$ cat config.mk
export PLATFORM = sky130hd
export DESIGN_NAME = lct_l1a_window_match
export DESIGN_NICKNAME = d
export VERILOG_FILES = /design/src/rtl/lct_l1a_window_match_pkg.sv /design/src/rtl/lct_l1a_window_match_sat_counter.sv /design/src/rtl/lct_l1a_window_match.sv
export SDC_FILE = /design/constraint.sdc
export NUM_CORES = 1
export LEC_CHECK = 0
export ABC_AREA = 1
export CORE_MARGIN = 5
export CORE_UTILIZATION = 35
export DETAILED_ROUTE_END_ITERATION = 10
export GPL_TIMING_DRIVEN = 0
export PLACE_DENSITY = 0.6
export SLEW_MARGIN = 15
export SYNTH_ARGS = -nofsm -noshare
export SYNTH_HDL_FRONTEND = slang
export SYNTH_SLANG_ARGS = --single-unit
export TNS_END_PERCENT = 5
$ cat constraint.sdc
create_clock -name CLK -period 1.7 [get_ports CLK]
set_input_delay 0.255 -clock CLK [delete_from_list [all_inputs] [get_ports CLK]]
set_output_delay 0.255 -clock CLK [all_outputs]
set_load 0.02 [all_outputs]
$ cat src/rtl/lct_l1a_window_match_pkg.sv
// Shared L1A-match definitions: FSM state encoding and the window-length width, which also
// sets the address width of the upstream 16-deep LCT delay line.
package lct_l1a_window_match_pkg;

  localparam int unsigned WinLenW = 4;

  typedef enum logic [0:0] {
    StIdle = 1'b0,
    StOpen = 1'b1
  } state_e;

endpackage

$ cat src/rtl/lct_l1a_window_match_sat_counter.sv
// Saturating event counter with synchronous clear; clear wins over increment, CE freezes it.
module sat_counter #(
  parameter int unsigned W = 12
) (
  input  logic         CLK,
  input  logic         RST_N,
  input  logic         CE,
  input  logic         CLR,
  input  logic         INC,
  output logic [W-1:0] Q
);

  logic [W-1:0] q_q;

  always_ff @(posedge CLK) begin
    if (!RST_N) begin
      q_q <= '0;
    end else if (CE) begin
      if (CLR) begin
        q_q <= '0;
      end else if (INC && (q_q != {W{1'b1}})) begin
        q_q <= q_q + W'(1);
      end
    end
  end

  assign Q = q_q;

endmodule

$ cat src/rtl/lct_l1a_window_match.sv
// Opens a programmable coincidence window per delayed LCT and classifies each L1A / window
// outcome into registered one-clock pulses plus saturating status counters.
module lct_l1a_window_match
  import lct_l1a_window_match_pkg::*;
#(
  parameter int unsigned CNT_W = 12
) (
  input  logic               CLK,
  input  logic               RST_N,
  input  logic               CE,
  input  logic               LCT_DLY,
  input  logic               L1A,
  input  logic [WinLenW-1:0] WIN_LEN,
  input  logic               CNT_CLR,
  output logic               WIN_OPEN,
  output logic               L1A_MATCH,
  output logic               L1A_NOMATCH,
  output logic               LCT_MISS,
  output logic               LCT_OVL,
  output logic [CNT_W-1:0]   MATCH_CNT,
  output logic [CNT_W-1:0]   NOMATCH_CNT,
  output logic [CNT_W-1:0]   MISS_CNT
);

  state_e             state_q, state_d;
  logic [WinLenW-1:0] wcnt_q, wcnt_d;
  logic               match_q, match_d;
  logic               nomatch_q, nomatch_d;
  logic               miss_q, miss_d;
  logic               ovl_q, ovl_d;

  always_ff @(posedge CLK) begin
    if (!RST_N) begin
      state_q   <= StIdle;
      wcnt_q    <= '0;
      match_q   <= 1'b0;
      nomatch_q <= 1'b0;
      miss_q    <= 1'b0;
      ovl_q     <= 1'b0;
    end else begin
      state_q   <= state_d;
      wcnt_q    <= wcnt_d;
      match_q   <= match_d;
      nomatch_q <= nomatch_d;
      miss_q    <= miss_d;
      ovl_q     <= ovl_d;
    end
  end

  // Pulses default to 0 every clock, so a frozen (CE=0) cycle registers all-zero pulses.
  always_comb begin
    state_d   = state_q;
    wcnt_d    = wcnt_q;
    match_d   = 1'b0;
    nomatch_d = 1'b0;
    miss_d    = 1'b0;
    ovl_d     = 1'b0;
    if (CE) begin
      unique case (state_q)
        StIdle: begin
          if (LCT_DLY) begin
            if (L1A) begin
              match_d = 1'b1;
            end else if (WIN_LEN == '0) begin
              miss_d = 1'b1;
            end else begin
              wcnt_d  = WIN_LEN;
              state_d = StOpen;
            end
          end else if (L1A) begin
            nomatch_d = 1'b1;
          end
        end
        StOpen: begin
          // A second LCT never restarts or extends the running window.
          ovl_d = LCT_DLY;
          if (L1A) begin
            match_d = 1'b1;
            state_d = StIdle;
          end else if (wcnt_q == WinLenW'(1)) begin
            miss_d  = 1'b1;
            state_d = StIdle;
          end else begin
            wcnt_d = wcnt_q - WinLenW'(1);
          end
        end
        default: state_d = StIdle;
      endcase
    end
  end

  assign WIN_OPEN    = (state_q == StOpen);
  assign L1A_MATCH   = match_q;
  assign L1A_NOMATCH = nomatch_q;
  assign LCT_MISS    = miss_q;
  assign LCT_OVL     = ovl_q;

  // Counters take the next-state pulse so they step on the same edge the pulse registers.
  sat_counter #(.W(CNT_W)) u_match_cnt (
    .CLK   (CLK),
    .RST_N (RST_N),
    .CE    (CE),
    .CLR   (CNT_CLR),
    .INC   (match_d),
    .Q     (MATCH_CNT)
  );

  sat_counter #(.W(CNT_W)) u_nomatch_cnt (
    .CLK   (CLK),
    .RST_N (RST_N),
    .CE    (CE),
    .CLR   (CNT_CLR),
    .INC   (nomatch_d),
    .Q     (NOMATCH_CNT)
  );

  sat_counter #(.W(CNT_W)) u_miss_cnt (
    .CLK   (CLK),
    .RST_N (RST_N),
    .CE    (CE),
    .CLR   (CNT_CLR),
    .INC   (miss_d),
    .Q     (MISS_CNT)
  );

endmodule

==> results of run 1 <==
synthesized netlist by cell type (4+ instances only):
library cell,count
nand2_1,110
nor2_1,67
dfxtp_1,45
inv_1,40
nand3_1,31
a21oi_1,27
o21ai_0,12
nand4_1,8
nor2_2,8
nand2_2,7
nor3_1,7
nand3_2,6
a21oi_2,5
ha_1,5
nor2_4,5
xor2_1,4
placed cells by master, fill, tap and decap left out, types with 4 or more instances in the layout:
cell and count:
clkdlybuf4s50_1 43, inv_2 4, dlymetal6s2s_1 6, dfxtp_1 39, inv_1 39, xor2_1 4, nor2_4 5, nand4_1 8
nand3_1 31, nand2_2 7, nand3_2 6, nor2_2 8, a21oi_2 5, o21ai_0 12, nor3_1 7, clkbuf_8 5
a21oi_1 27, nor2_1 67, nand2_1 110
cell families (layout without fill, tap and decap cells):
kind of cell	count (synthesis)	in the layout	synth area share [%]
simple gates	258	258	44.3
buf+inv	50	105	7.75
compound gates	49	49	10.6
flops	45	45	33.4
fa+ha+maj	5	5	2.32
xor+xnor	5	5	1.62
state kept, by name, summed over array words and instances (netlist names):
signal,count
u_match_cnt.Q,12
u_miss_cnt.Q,12
u_nomatch_cnt.Q,12
wcnt_q,4
L1A_MATCH,1
L1A_NOMATCH,1
LCT_MISS,1
LCT_OVL,1
WIN_OPEN,1
worst max-delay path by stage:
stage                                               start                              end  slack [ns]  depth (start not counted)
after floorplan              u_miss_cnt.Q[0]$_SDFFE_PN0P_     u_miss_cnt.Q[3]$_SDFFE_PN0P_        0.07                         10
after global placement                              RST_N              LCT_MISS$_SDFF_PN0_       -0.29                          4
after detailed placement                            RST_N              LCT_MISS$_SDFF_PN0_       -0.26                          4
after CTS                    u_miss_cnt.Q[0]$_SDFFE_PN0P_     u_miss_cnt.Q[4]$_SDFFE_PN0P_        0.01                         10
after global routing      u_nomatch_cnt.Q[0]$_SDFFE_PN0P_  u_nomatch_cnt.Q[6]$_SDFFE_PN0P_       0.004                         10
final                     u_nomatch_cnt.Q[3]$_SDFFE_PN0P_                   NOMATCH_CNT[3]        0.04                          1
final cells by class:
cell class | instances | share of cell area, %
Inverter | 43 | 4.70
Buffer | 7 | 1.49
Sequential cell | 45 | 26.7
Clock inverter | 1 | 0.146
Clock buffer | 5 | 2.00
Multi-Input combinational cell | 317 | 46.6
Tap cell | 102 | 3.71
Timing Repair Buffer | 49 | 14.7
power breakdown:
| group | total (W) | switching (W) | internal [W] |
|---|---|---|---|
| sequential | 0.00109 | 0.0000184 | 0.00107 |
| combinational | 0.000253 | 0.000159 | 0.0000937 |
| clock | 0.000633 | 0.000361 | 0.000271 |
| total | 0.00197 | 0.000539 | 0.00143 |
per-layer routing:
metal | vias up | global-route usage, % | share of wire (%)
met1 | 1204 | 19.3 | 51
met5 | - | 0 | 0
li1 | 1429 | - | -
met3 | 7 | 3.50 | 4.2
met4 | 0 | 4.47 | 1.1
met2 | 55 | 23.6 | 44
stage by stage:
stage	TNS, ns	std cells	setup WS (ns)	cell area, sq um
final	0	569	0.0385	3440
after global routing	0	569	0.00366	3440
after CTS	0	569	0.0113	3390
after detailed placement	-6.46	563	-0.259	3310
after global placement	-6.71	563	-0.288	3310
after floorplan	0	412	0.0651	2700
timing repair:
| item | in CTS | in global routing |
|---|---|---|
| hold buffers | 0 | 0 |
| endpoints found under the setup margin | 2 | 40 |
| gates resized for setup | 1 | 21 |
| endpoints found under the hold margin | 0 | 0 |
==> results.md, run 1 <==
- #FFs+latches synth: 45
- DRT Pass-1 Iters: 4
- Top cell type's share of synthesized area: 33.4%
- Skew final: 0.00307 ns
- Initial Utilization: 35.4%
- First-pass GRT wire length: 11.8 mm
- CP required: 1.44 ns
- Sequential area share after synthesis: 33.4%
- Crit end category: output pin
- Layout area overhead: 27.5%
- Clock period minus worst slack: 1.66 ns
- Unrepaired setup endpoints after global routing: false
- Post-synth EDFFs: 0
- Count of clock tree sinks: 45
- Routed via count: 2695
- Top_reg_cell synth: dfxtp_1
- Synthesized cell area: 2700 sq um
- FF/Latch Area: 916 sq um
- DR DRC count: 0
- Clock H-tree levels: 2
- CP delay by family, top: buffers and inverters
- Clock Latency Late Sink: 0.30 ns
- Initial antenna violation count: 0
- Die Height: 97.8 um
- Number of warnings issued by yosys: 0
- Startpoint types: flip-flop
- Max Buffers Root-to-Sink: 2
- CP Cell Sequence: clkdlybuf4s50_1
- CTS tree: done
- Crit path max-delay cell type: clkdlybuf4s50_1
- Min-Delay Startpoint: CE
- Library cells used by synthesis: 32
- Wire length after detailed routing: 6.95 mm
- Multi-input gate area in the final layout: 1600 sq um
- Endpoint of the worst hold path: WIN_OPEN$_SDFFE_PN0P_
- HPWL after detailed placement: 5.17 mm
- Design Power: 0.00197 W
- Post-layout util: 45.2%
- Final hold violations: 0
- Mapped Cells: 412
- Vias in the first global route: 2536
- Post-CTS Setup Inserts: 0
- Clk slew on worst S/H paths: 0.08 ns
- CP max FO: 5
- CTS Root Cell: clkbuf_8
- Crit share post-route: 97.7%
- Final Slew Violations: 0
- Slew Limit Headroom: 66.0%
- # fillers: 805
- Post-route ant nets: 0
- Pin count of the biggest net entering global routing: 13
- CTS Buf Count: 5
- Io pins: 51
- Slew at the pin closest to its max-slew limit: 0.510 ns
- Die width: 97.8 um
- MaxCap Viol Count: 0
- R2R setup slack: 0.14 ns
- Buf/Inv on CP: 1
- R2r startpoint: u_match_cnt.Q[0]$_SDFFE_PN0P_
- Achievable Freq: 602 MHz
- Synth area leaders: dfxtp_1 (33%), nand2_1 (15%), nor2_1 (9.3%), nand3_1 (5.8%), inv_1 (5.6%)
- DR vias/cell: 4.74
- Leak: 1.34 nW
- Hold Crit Class: input pin to flip-flop
- Drt initial violations: 104
- Synth Net Count: 427
- RD Place Congestion: 0.881
- Fin nets: 483
- Area leader, netlist: dfxtp_1
- Crit path DAT: 1.41 ns
- Post-synth ARST share: 0%
- Hold slack: 0.350 ns
- Reg2reg path depth: 9
- Wire per inst: 12.2 um
- Cell depth of the worst hold path: 2
- Power Dens Cells: 574 nW/um^2
- Total gr overflow: 0
- Crit path kind: flip-flop to output pin
- GRT Resource Usage Total: 14.6%
- Core area: 7610 sq um
- Diodes inserted: 0
- Outcome: finished, final reports clean
- Avg Inst Size Synth: 6.54 sq um
- Row cnt: 32
- Max incr delay on CP: 0.66 ns
- VDD IR-drop max: 0.000350 V
- Setup violations, final: 0
- Port buffer count: 49
- Worst flop-to-flop path endpoint: u_match_cnt.Q[10]$_SDFFE_PN0P_
- Layout cells sized above 1: 12.8%
- Die ar.: 9560 sq um
Note: power is estimated with default switching activity, not from simulation.
==> inputs of run 2 (changes only) <==
--- a/config.mk
+++ b/config.mk
@@ -8,6 +8,7 @@
 export ABC_AREA = 1
 export CORE_MARGIN = 5
 export CORE_UTILIZATION = 35
+export CTS_CLUSTER_SIZE = 12
 export DETAILED_ROUTE_END_ITERATION = 10
 export GPL_TIMING_DRIVEN = 0
 export PLACE_DENSITY = 0.6
==> results of run 2 <==
No change in the layout: final DEF, timing and power equal those of run 1.
==> inputs of run 3 (changes only) <==
--- a/config.mk
+++ b/config.mk
@@ -12,6 +12,7 @@
 export DETAILED_ROUTE_END_ITERATION = 10
 export GPL_TIMING_DRIVEN = 0
 export PLACE_DENSITY = 0.6
+export REMOVE_ABC_BUFFERS = 1
 export SLEW_MARGIN = 15
 export SYNTH_ARGS = -nofsm -noshare
 export SYNTH_HDL_FRONTEND = slang
==> run 3 against run 2 <==
Effect of this change:
- register-to-register slack got worse by 0.02 ns
- maximum frequency grew 1.3%
- routed wire length hardly changed
- cell count rose by 0.18%
- non-clock buffer count decreased by 2
- setup slack better by 0.021 ns
- die area stayed put
- total power is 5.9% higher
- critical path depth stayed put
- highest routed layer unchanged
==> results.md, run 3 (same netlist as run 1, synthesis figures left out) <==
- Commonest non-fill, non-tap cell in the layout: nand2_1
- Crit path max-delay cell type: clkdlybuf4s50_1
- Slew at the pin closest to its max-slew limit: 0.674 ns (+0.164 ns)
- CP required: 1.44 ns (about the same)
- Reg2reg path depth: 10 (+1)
- Crit path depth: 1 (unchanged)
- Drt initial violations: 55 (-47%)
- Total gr overflow: 0 (unchanged)
- DRT Pass-1 Iters: 4 (unchanged)
- Post-route ant nets: 0 (unchanged)
- Core area: 7610 sq um (unchanged)
- Crit path kind: flip-flop to output pin
- Max Buffers Root-to-Sink: 2 (unchanged)
- Final setup TNS: 0 ns (unchanged)
- Max incr delay on CP: 0.65 ns (about the same)
- Crit path DAT: 1.39 ns (-0.02 ns)
- CTS Root Cell: clkbuf_8
- Diodes inserted: 0 (unchanged)
- Clock period minus worst slack: 1.64 ns (-0.0206 ns)
- P_int: 0.00153 W (+6.5%)
- Hold Crit Class: input pin to flip-flop
- Skew final: 0.00158 ns (-0.00149 ns)
- Layout area overhead: 29.4%
- Pin count of the biggest net entering global routing: 17 (+4)
- Initial antenna violation count: 0 (unchanged)
- VDD IR-drop max: 0.000317 V (-9.4%)
- Initial Utilization: 35.4% (unchanged)
- Slew Limit Headroom: 54.8% (-11 points)
- GRT Resource Usage Total: 14.5% (-0.062 points)
- Crit share post-route: 96.5% (-1.2 points)
- Die width: 97.8 um (unchanged)
- NetSw: 0.000561 W (+4.2%)
- HPWL after detailed placement: 4.93 mm (-4.7%)
- Achievable Freq: 609 MHz (+1.3%)
- Reg power frac: 52.1% (-3.0 points)
- Cell depth of the worst hold path: 2 (unchanged)
- Clock network power share: 35.8% (+3.7 points)
- DR DRC count: 0 (unchanged)
- Commonest cells after routing, fill and taps aside: nand2_1 (110), nor2_1 (67), clkdlybuf4s50_1 (41)
- DR vias/cell: 4.77 (+0.71%)
- Port buffer count: 50 (+2.0%)
- First-pass GRT wire length: 11.7 mm (-1.2%)
- Clock H-tree levels: 2 (unchanged)
- RD Place Congestion: 0.816 (-7.3%)
- Die Height: 97.8 um (unchanged)
- CP delay by family, top: buffers and inverters
- CTS tree: done
- Final Slew Violations: 0 (unchanged)
- CP Cell Sequence: clkdlybuf4s50_1
- Setup violations, final: 0 (unchanged)
- Wire per inst: 12.2 um (-0.26%)
- Count of clock tree sinks: 45 (unchanged)
- Crit end category: output pin
- Fin nets: 482 (-0.21%)
- Design Power: 0.00209 W (+5.9%)
- MaxCap Viol Count: 0 (unchanged)
- Die ar.: 9560 sq um (unchanged)
- Vias in the first global route: 2539 (+0.12%)
- Layout cells sized above 1: 13.9% (+1.0 points)
- Buf/Inv on CP: 1 (unchanged)
- CTS Buf Count: 5 (unchanged)
- Comb pwr share: 12.1% (-0.7 points)
- Leak: 1.37 nW (+2.2%)
- Startpoint types: flip-flop
- Final hold violations: 0 (unchanged)
- Outcome: finished, final reports clean
- Wire length after detailed routing: 6.95 mm (about the same)
- Clock Latency Late Sink: 0.29 ns (about the same)
- Post-layout util: 45.9% (+0.69 points)
- Io pins: 51 (unchanged)
- Routed via count: 2719 (+0.89%)
- CTS hold repair buffers: 0 (unchanged)
- Unrepaired setup endpoints after global routing: true
- Switching share of power: 26.9% (-0.44 points)
- Clk slew on worst S/H paths: 0.09 ns (about the same)
- Row cnt: 32 (unchanged)
- CP max FO: 5 (unchanged)
- Power Dens Cells: 598 nW/um^2 (+4.3%)
run 3: stage by stage:
stage	worst slack, ns	area [sq um]	hold slack [ns]	cells
finish	0.0590	3490	0.336	570
global route	-0.0215	3490	0.333	570
CTS	-0.00340	3410	0.520	568
detailed placement	-0.676	3280	0.514	557
global placement	-0.614	3280	0.512	557
floorplan	-0.0247	2650	0.369	405
run 3: power by group through the flow:
stage / Clock, W / Combinational (W) / Sequential (W)
after global placement: 0 / 0.000234 / 0.00111
after CTS: 0.000776 / 0.000247 / 0.00109
after detailed placement: 0 / 0.000239 / 0.00111
after floorplan: 0 / 0.000132 / 0.00112
final: 0.000748 / 0.000252 / 0.00109
after global routing: 0.000811 / 0.000280 / 0.00109
run 3: repair_timing:
action	in CTS	in global routing
setup endpoints to repair	39	39
endpoints found under the hold margin	0	0
gates resized for setup	6	27
gates cloned	1	0
pin swaps	1	1
setup buffers	2	2
run 3: final timing paths:
| path | start | end | slack [ns] |
|---|---|---|---|
| worst max-delay path | u_nomatch_cnt.Q[3]$_SDFFE_PN0P_ | NOMATCH_CNT[3] | 0.06 |
| worst max register to register | u_miss_cnt.Q[1]$_SDFFE_PN0P_ | u_miss_cnt.Q[4]$_SDFFE_PN0P_ | 0.12 |
| worst min-delay path | CE | WIN_OPEN$_SDFFE_PN0P_ | 0.34 |
| worst min register to register | u_miss_cnt.Q[0]$_SDFFE_PN0P_ | u_miss_cnt.Q[0]$_SDFFE_PN0P_ | 0.49 |
run 3: per-layer routing:
layer / part of all wire [%] / track usage [%]
met2: 47 / 25.2
met1: 48 / 18.2
met4: 0.60 / 3.19
met5: 0 / 0
met3: 4.3 / 3.71
run 3: worst register-to-register path: cells and delay by family (launching register included):
| kind | cells | cell delay (ns) |
|---|---|---|
| fa+ha+maj | 1 | 0.24 |
| flops | 1 | 0.39 |
| simple gates | 9 | 0.86 |
run 3: cell type report:
class                      instances  area (sq um)
clock buffer                       7          96.3
clock inverter                     1          5.00
fill                             807          4120
inverter                          43           173
multi-input combinational        317          1630
sequential                        45           913
tap                              102           128
timing repair buffer              54           542
timing repair inverter             1          5.00
